### config.mk
export PLATFORM = sky130hd
export DESIGN_NAME = multiport_register_file
export DESIGN_NICKNAME = d
export VERILOG_FILES = /design/src/rtl/multiport_register_file.sv
export SDC_FILE = /design/constraint.sdc
export NUM_CORES = 1
export LEC_CHECK = 0
export BUFFER_PORTS_ARGS = -buffer_cell sky130_fd_sc_hd__buf_2
export CAP_MARGIN = 0
export CORE_MARGIN = 2
export CORE_UTILIZATION = 60
export CTS_CLUSTER_SIZE = 20
export DETAILED_ROUTE_END_ITERATION = 16
export HOLD_SLACK_MARGIN = 0.05
export PLACE_DENSITY = 0.84
export SLEW_MARGIN = 10
export SYNTH_ARGS = -nofsm -noshare
export SYNTH_HDL_FRONTEND = slang
export SYNTH_SLANG_ARGS = --single-unit
export TNS_END_PERCENT = 10
### constraint.sdc
create_clock -name clk -period 5.4 [get_ports clk]
set_input_delay 0.81 -clock clk [delete_from_list [all_inputs] [get_ports clk]]
set_output_delay 0.81 -clock clk [all_outputs]
set_load 0.02 [all_outputs]
### src/rtl/multiport_register_file.sv
`default_nettype none
// ============================================================================
// Module      : multiport_register_file
// Description : Byte-enabled register file with NUM_RD registered read ports,
//               optional write-to-read bypass and a hardware clear sequencer.
// Revision    : 1.0 - initial release
// ============================================================================
module multiport_register_file #(
    parameter  int DEPTH  = 8,
    parameter  int WIDTH  = 16,
    parameter  int NUM_RD = 2,
    parameter  int BYPASS = 1,
    localparam int AW     = $clog2(DEPTH),
    localparam int BW     = WIDTH / 8
) (
    input  logic                    clk,
    input  logic                    rst,
    input  logic                    clr_req,
    output logic                    clr_busy,
    input  logic                    wr_en,
    input  logic [AW-1:0]           wr_addr,
    input  logic [WIDTH-1:0]        wr_data,
    input  logic [BW-1:0]           wr_be,
    input  logic [NUM_RD-1:0]       rd_en,
    input  logic [NUM_RD*AW-1:0]    rd_addr,
    output logic [NUM_RD*WIDTH-1:0] rd_data,
    output logic [NUM_RD-1:0]       rd_valid
);

    localparam logic [AW:0]   c_DEPTH = (AW+1)'(DEPTH);
    localparam logic [AW-1:0] c_LAST  = AW'(DEPTH - 1);

    typedef enum logic [0:0] {
        S_IDLE  = 1'b0,
        S_CLEAR = 1'b1
    } state_t;

    state_t             r_state;
    state_t             w_state_next;
    logic [AW-1:0]      r_clr_ptr;
    logic [AW-1:0]      w_clr_ptr_next;

    logic [WIDTH-1:0]   r_mem [DEPTH];
    logic [WIDTH-1:0]   r_rd_data [NUM_RD];
    logic [NUM_RD-1:0]  r_rd_valid;
    logic [WIDTH-1:0]   w_rd_word [NUM_RD];
    logic [AW-1:0]      w_rd_addr [NUM_RD];

    logic               w_wr_in_range;
    logic               w_wr_ok;
    logic [WIDTH-1:0]   w_wr_old;
    logic [WIDTH-1:0]   w_wr_merged;

    // ------------------------------------------------------------------------
    // Clear sequencer
    // ------------------------------------------------------------------------
    always_ff @(posedge clk or posedge rst) begin
        if (rst) begin
            r_state   <= S_CLEAR;
            r_clr_ptr <= '0;
        end else begin
            r_state   <= w_state_next;
            r_clr_ptr <= w_clr_ptr_next;
        end
    end

    always_comb begin
        w_state_next   = r_state;
        w_clr_ptr_next = r_clr_ptr;
        case (r_state)
            S_IDLE: begin
                if (clr_req) begin
                    w_state_next   = S_CLEAR;
                    w_clr_ptr_next = '0;
                end
            end
            S_CLEAR: begin
                if (r_clr_ptr == c_LAST) begin
                    w_state_next   = S_IDLE;
                    w_clr_ptr_next = '0;
                end else begin
                    w_clr_ptr_next = r_clr_ptr + AW'(1);
                end
            end
            default: begin
                w_state_next   = S_CLEAR;
                w_clr_ptr_next = '0;
            end
        endcase
    end

    assign clr_busy = (r_state == S_CLEAR);

    // ------------------------------------------------------------------------
    // Write path: byte merge against the current contents of the target entry
    // ------------------------------------------------------------------------
    always_comb begin
        w_wr_in_range = ({1'b0, wr_addr} < c_DEPTH);
        w_wr_ok       = (r_state == S_IDLE) && wr_en && w_wr_in_range && (|wr_be);
        w_wr_old      = w_wr_in_range ? r_mem[wr_addr] : '0;
        w_wr_merged   = w_wr_old;
        for (int b = 0; b < BW; b++) begin
            if (wr_be[b]) begin
                w_wr_merged[b*8 +: 8] = wr_data[b*8 +: 8];
            end
        end
    end

    // Storage is not reset; the clear sequence zeroes it after reset.
    always_ff @(posedge clk) begin
        if (r_state == S_CLEAR) begin
            r_mem[r_clr_ptr] <= '0;
        end else if (w_wr_ok) begin
            r_mem[wr_addr] <= w_wr_merged;
        end
    end

    // ------------------------------------------------------------------------
    // Read ports
    // ------------------------------------------------------------------------
    always_comb begin
        for (int p = 0; p < NUM_RD; p++) begin
            w_rd_word[p] = '0;
            if ((r_state == S_CLEAR) || ({1'b0, w_rd_addr[p]} >= c_DEPTH)) begin
                w_rd_word[p] = '0;
            end else if ((BYPASS != 0) && w_wr_ok && (w_rd_addr[p] == wr_addr)) begin
                w_rd_word[p] = w_wr_merged;
            end else begin
                w_rd_word[p] = r_mem[w_rd_addr[p]];
            end
        end
    end

    always_ff @(posedge clk or posedge rst) begin
        if (rst) begin
            r_rd_valid <= '0;
            for (int p = 0; p < NUM_RD; p++) begin
                r_rd_data[p] <= '0;
            end
        end else begin
            r_rd_valid <= rd_en;
            for (int p = 0; p < NUM_RD; p++) begin
                if (rd_en[p]) begin
                    r_rd_data[p] <= w_rd_word[p];
                end
            end
        end
    end

    generate
        for (genvar p = 0; p < NUM_RD; p++) begin : g_rd_port
            assign w_rd_addr[p]                = rd_addr[p*AW +: AW];
            assign rd_data[p*WIDTH +: WIDTH]   = r_rd_data[p];
        end
    endgenerate

    assign rd_valid = r_rd_valid;

endmodule
`default_nettype wire
-- After elaboration in Yosys (flattened, before gate mapping)
Memory sizes are Yosys's and may differ from the RTL's.
Cells that the tools add are included.
Widths: inputs -> output; s select.
- reductions and logical operators: 6
- shift operators: 0
- add/sub/neg operators: 1
- divide/modulo/power cells: 0
- multipliers: 0
- equal/unequal tests: 4
- multiplexer cells: 20
- order comparisons: 0
- bitwise gates (word level): 1
- operators with widths (cell ; count):
    $mux 16 ; 5
    $mux 8 ; 2
    $reduce_or 16->1 ; 1
    $mux 3 ; 3
    $mux 1 ; 8
    $eq 3x3->1 ; 2
    $pmux 3 s2 ; 1
    $logic_and 1x1->1 ; 4
    $add 3x1->3 const B ; 1
    $eq 3x3->1 const B ; 1
    $ne 2x2->1 const B ; 1
    $pmux 1 s2 ; 1
    $reduce_or 2->1 ; 1
    $not 1->1 ; 1
- memories kept: 1
- bits in read-only memories: 0
- logic and storage cells: 38
- output and inout port bits: 35
- bits of input ports: 33
- latch bits: 0
- RAM bits: 128
- bits in registers: 38
- memories (memory ; depth ; width ; read ports ; clocked after Yosys merged registers in ; write ports ; line ; source):
    r_mem ; 8 ; 16 ; 3 ; 0 ; 1 ; 43 ; logic [WIDTH-1:0] r_mem [DEPTH];

-- Depth between registers and ports, before layout
- depth in word-level cells: 8
- gate-level depth with buffers: 7
- mapped depth without buffers: 5

-- Worst setup path after synthesis
Ideal clock, no wire load.
- path kind: input to register
- from: input wr_be[1]
- to: memory r_mem[4][0], enable pin
- arrival: 2.270 ns
- data required time: 5.012 ns
- setup time: 0.388 ns
- path slack: 2.742 ns
- stages: 6
- buffers on the path: 1
- path through: nor2_1 > nor2_1 > clkbuf_1 > nor3b_1 > a31oi_1 > nor2_1
- cells in the longest elaborated chain, start to end: 7
- elaborated cells on any way between the ends: 8
- classes of those cells: 5 x mux; 3 x reduce/logical
- RTL lines (element ; line ; source):
    start, declared ; 23 ; input logic [BW-1:0] wr_be,
    $reduce_or 2->1 (*) ; 99 ; w_wr_ok = (r_state == S_IDLE) && wr_en && w_wr_in_range && (|wr_be);
    $logic_and 1x1->1 (*) ; 99 ;
    $mux 1 (*) ; 113 ; end else if (w_wr_ok) begin
    $mux 1 (*) ; 111 ; if (r_state == S_CLEAR) begin
    $mux 1 (implied by the code) (*) ; 114 ; r_mem[wr_addr] <= w_wr_merged;
    $reduce_or 16->1 (no line) ; -- ;
    $mux 3 (no line) or $mux 1 (tied branches) ; -- ;
    end, declared ; 43 ;
Every way passes the cells marked *; elsewhere a longest branch is shown, timed or not.

-- Final worst setup path
- from: input rd_addr[3]
- to: register r_rd_data, in the netlist rd_data[21]
- cells in the longest elaborated chain, start to end: 4
- elaborated cells on any way between the ends: 5
- classes of those cells: 1 x eq/ne; 2 x mux; 1 x reduce/logical; 1 x memory
- RTL lines (element ; line ; source):
    start, declared ; 25 ; input logic [NUM_RD*AW-1:0] rd_addr,
    parallel branches: the longest is 2 deep, another holds $mem_v2 8x16 ; -- ;
    $mux 16 (*) ; 126 ; end else if ((BYPASS != 0) && w_wr_ok && (w_rd_addr[p] == wr_addr)) begin
    $mux 16 (*) ; 124 ; if ((r_state == S_CLEAR) || ({1'b0, w_rd_addr[p]} >= c_DEPTH)) begin
    end signal, assigned by index ; 144 ; r_rd_data[p] <= w_rd_word[p];
    end, declared ; 44 ; logic [WIDTH-1:0] r_rd_data [NUM_RD];
Mark *: on every way between the ends.
A chain may end at the register's enable or synchronous reset.

==> impl_results.rst <==
.. list-table::
   :header-rows: 1

   * - Metric
     - Value
   * - Residual antenna-violating net count after detailed routing
     - 0
   * - Highest-count cells in the layout ignoring fill and taps
     - 128 x sky130_fd_sc_hd__edfxtp_1, 88 x sky130_fd_sc_hd__mux4_2, 67 x sky130_fd_sc_hd__buf_2
   * - Die W
     - between 100 and 150 um
   * - Max-slew violation count
     - 0
   * - Number of endpoints with negative hold slack in the final report
     - 0
   * - Max Cap Violations
     - 0
   * - Die Outline Area
     - around 0.016 sq mm
   * - Capturing element type of the critical path
     - flip-flop
   * - Number of diodes
     - 0
   * - Worst Hold Class
     - reg2reg
   * - Pre-CTS WS
     - 1.73 ns
   * - Setup repair after global routing missed its margin
     - false
   * - Data required time of the worst path
     - a little under 6 ns
   * - Maximum number of pins on one net before global-route repair
     - 39
   * - Wire length of the first global-routing pass
     - approximately 37000 um
   * - Register bit total from synthesis
     - approximately 170
   * - Fraction of final layout cells with drive strength greater than 1
     - 0.345
   * - Slew at the pin with the worst max-slew slack
     - between 1 and 1.5 ns
   * - CTS root buf
     - sky130_fd_sc_hd__clkbuf_16
   * - Clock latency of the later-clocked register in the worst-skew pair
     - between 0.4 and 0.5 ns
   * - Drt first pass iters
     - 5
   * - Final cycle utilization of the critical path
     - 0.580
   * - Average vias per placed instance
     - around 7.4
   * - Overflow after GRT
     - 0
   * - Capturing element of the worst setup path
     - rd_data[21]
   * - Overall global routing resource usage
     - 0.313
   * - Worst flop-to-flop path endpoint
     - rd_data[21]
   * - Critical R2R Launch
     - clr_busy
   * - Final critical-path required period
     - between 3 and 4 ns
   * - Overall power consumption
     - 4.74 mW
   * - Routed Wire Length
     - 24300 um
   * - DP Wirelength
     - ~14000 um
   * - FF-to-FF setup slack
     - ~2.6 ns
   * - WL per Instance
     - 28.6 um
   * - IR Drop Worst-Case VDD
     - 0.000273 V
   * - Starting utilization of the core area
     - 0.620
   * - Worst setup path startpoint
     - rd_addr[3]
   * - Warnings from Yosys
     - 0
   * - TritonCTS Sinks
     - around 170
   * - Combined area of the multi-input logic cells
     - between 0.003 and 0.004 sq mm
   * - Post-synthesis instance area
     - 0.00908 sq mm
   * - Area of the placeable core
     - between 0.01 and 0.015 sq mm
   * - Rel. slew slack
     - 0.202
   * - Nets
     - 689
   * - Utilization after layout
     - 0.692
   * - CTS buffer count
     - 17
   * - Final weighted congestion in routability-driven placement
     - between 0.8 and 0.9
   * - Cell variety after synth
     - 37
   * - Net count after synthesis
     - 633
   * - Instance count of the mapped netlist
     - between 500 and 600
   * - Synthesized area divided by synthesized cell count
     - between 15 and 20 sq um
   * - Vias
     - ~6.3k
   * - Worst Clk Skew
     - a little under 0.01 ns
   * - Cts hold-fix bufs
     - 0
   * - Vias in the first global route
     - 6442
   * - Initial antenna violation count
     - 0
   * - Fill cell instance count of the final layout
     - approximately 900
   * - Signed area change from the synthesized netlist to the final layout
     - 11.6%
   * - Data arrival time of the critical path
     - 3.51 ns
   * - Clock transition at the register clock pins on the worst setup and hold paths after CTS
     - roughly 0.06 ns
   * - Count of buffers from port buffering
     - 67
   * - Die height
     - between 100 and 150 um
   * - Cells resized by post-CTS repair
     - 0
   * - Power density over the cells
     - 468 mW/mm^2
   * - Setup fix buffers added after clock tree synthesis
     - 0
   * - Number of buffers on the longest clock path
     - 2
   * - Clock tree from TritonCTS
     - yes
   * - Flip-flop and latch area
     - roughly 0.0048 sq mm
   * - Number of cell rows
     - 44
   * - Type of the setup path with the least slack
     - in2reg
   * - Post-route setup TNS
     - 0 ns
   * - Max frequency
     - approximately 320 MHz
   * - Worst path setup slack after routing
     - between 2 and 2.5 ns
   * - Static leakage
     - about 3.8 nW
   * - CP Launch Type
     - primary input
   * - Highest net fanout along the worst path
     - 21
   * - Number of top-level pins
     - just under 70
   * - Remaining DRCs
     - 0
   * - Worst hold slack
     - a little under 0.5 ns
   * - Final setup fails
     - 0
   * - Initial detailed-routing violation count
     - between 900 and 1k
   * - Commonest non-fill, non-tap cell in the layout
     - sky130_fd_sc_hd__edfxtp_1
   * - Sequential cell area fraction in the yosys report
     - 0.528
   * - Length in cells of the worst reg-to-reg path
     - 6
   * - Run status
     - complete, no violations
   * - Total number of H-tree levels
     - 4
power breakdown:
part           total [mW]  internal (mW)  leakage [nW]  switching (mW)
clock network        1.31          0.816         0.301           0.494
registers            2.10           1.83          1.72           0.267
logic                1.33          0.568          1.74           0.766
total                4.74           3.21          3.76            1.53
synthesized netlist by cell type (all sizes together):
| master | number | share of area |
|---|---|---|
| mux4 | 88 | 0.22 |
| o21a | 1 | 0.00083 |
| inv | 5 | 0.0021 |
| ha | 2 | 0.0028 |
| xor2 | 4 | 0.0039 |
| dfrtp | 37 | 0.10 |
| nor2 | 15 | 0.0062 |
| o21ai | 21 | 0.012 |
| nor4 | 2 | 0.0028 |
| edfxtp | 128 | 0.42 |
| o2bb2ai | 7 | 0.0068 |
| and2 | 16 | 0.011 |
| nor3b | 2 | 0.0017 |
| a31oi | 4 | 0.0028 |
| a22oi | 14 | 0.012 |
| o211ai | 5 | 0.0041 |
| nor3 | 9 | 0.0050 |
| mux2 | 21 | 0.026 |
| a21oi | 3 | 0.0021 |
| xnor2 | 2 | 0.0019 |
| nand3b | 2 | 0.0017 |
| nand2b | 6 | 0.0041 |
| mux2i | 39 | 0.043 |
| or2 | 1 | 0.00069 |
| or3 | 28 | 0.019 |
| nor2b | 11 | 0.0076 |
| nand2 | 55 | 0.023 |
| clkbuf | 15 | 0.0062 |
| dfstp | 1 | 0.0029 |
| a32oi | 4 | 0.0039 |
| buf | 34 | 0.026 |
| o2111ai | 16 | 0.015 |
flip-flops by register name (all words and copies together), names as in the netlist:
| signal | flops |
|---|---|
| clr_busy | 1 |
| r_clr_ptr | 3 |
| r_mem | 128 |
| rd_data | 32 |
| rd_valid | 2 |
stage by stage:
step	area, sq um	std cells
after floorplan	9080	598
after global placement	9490	818
after detailed placement	9490	818
after CTS	10100	850
after global routing	10100	851
final	10100	851
cell families (layout without fill, tap and decap cells):
family | after synthesis | count (layout) | share of synthesized area
adder cells (fa/ha/maj) | 2 | 2 | 0.00276
AO/OA/AOI/OAI | 75 | 75 | 0.0590
multiplexers | 148 | 148 | 0.287
XOR/XNOR | 6 | 6 | 0.00579
buffers and inverters | 54 | 123 | 0.0342
AND/OR/NAND/NOR | 147 | 147 | 0.0827
flip-flops | 166 | 166 | 0.528
worst max-delay path: stages:
cell                       delay (ns)
sky130_fd_sc_hd__buf_2           0.52
sky130_fd_sc_hd__xor2_1          0.17
sky130_fd_sc_hd__nor4_2          0.34
sky130_fd_sc_hd__nand3b_1        0.78
sky130_fd_sc_hd__buf_4           0.49
sky130_fd_sc_hd__nor3_1          0.25
sky130_fd_sc_hd__or3_1           0.14
final cells by class:
cell class	count	area share
clock buffer	18	0.0423
clock inverter	14	0.0205
inverter	5	0.00185
multi-input combinational	378	0.392
sequential	166	0.473
tap	184	0.0227
timing repair buffer	86	0.0475
routing by layer:
metal | global-route usage | vias to the layer above | wire, um
met3 | 0.0750 | 96 | 2630
li1 | - | 2527 | -
met2 | 0.515 | 495 | 12200
met4 | 0.130 | 0 | 893
met5 | 0 | - | 0
met1 | 0.406 | 3178 | 8600
worst min-delay path by stage:
stage	startpoint	end	cells past startpoint
floorplan	r_clr_ptr[0]	r_clr_ptr[0]	2
global placement	rd_data[31]	rd_data[31]	2
detailed placement	rd_data[28]	rd_data[28]	2
CTS	rd_data[28]	rd_data[28]	2
global route	rd_en[0]	rd_valid[0]	1
finish	rd_data[28]	rd_data[28]	2
(Power assumes the default switching activity.)
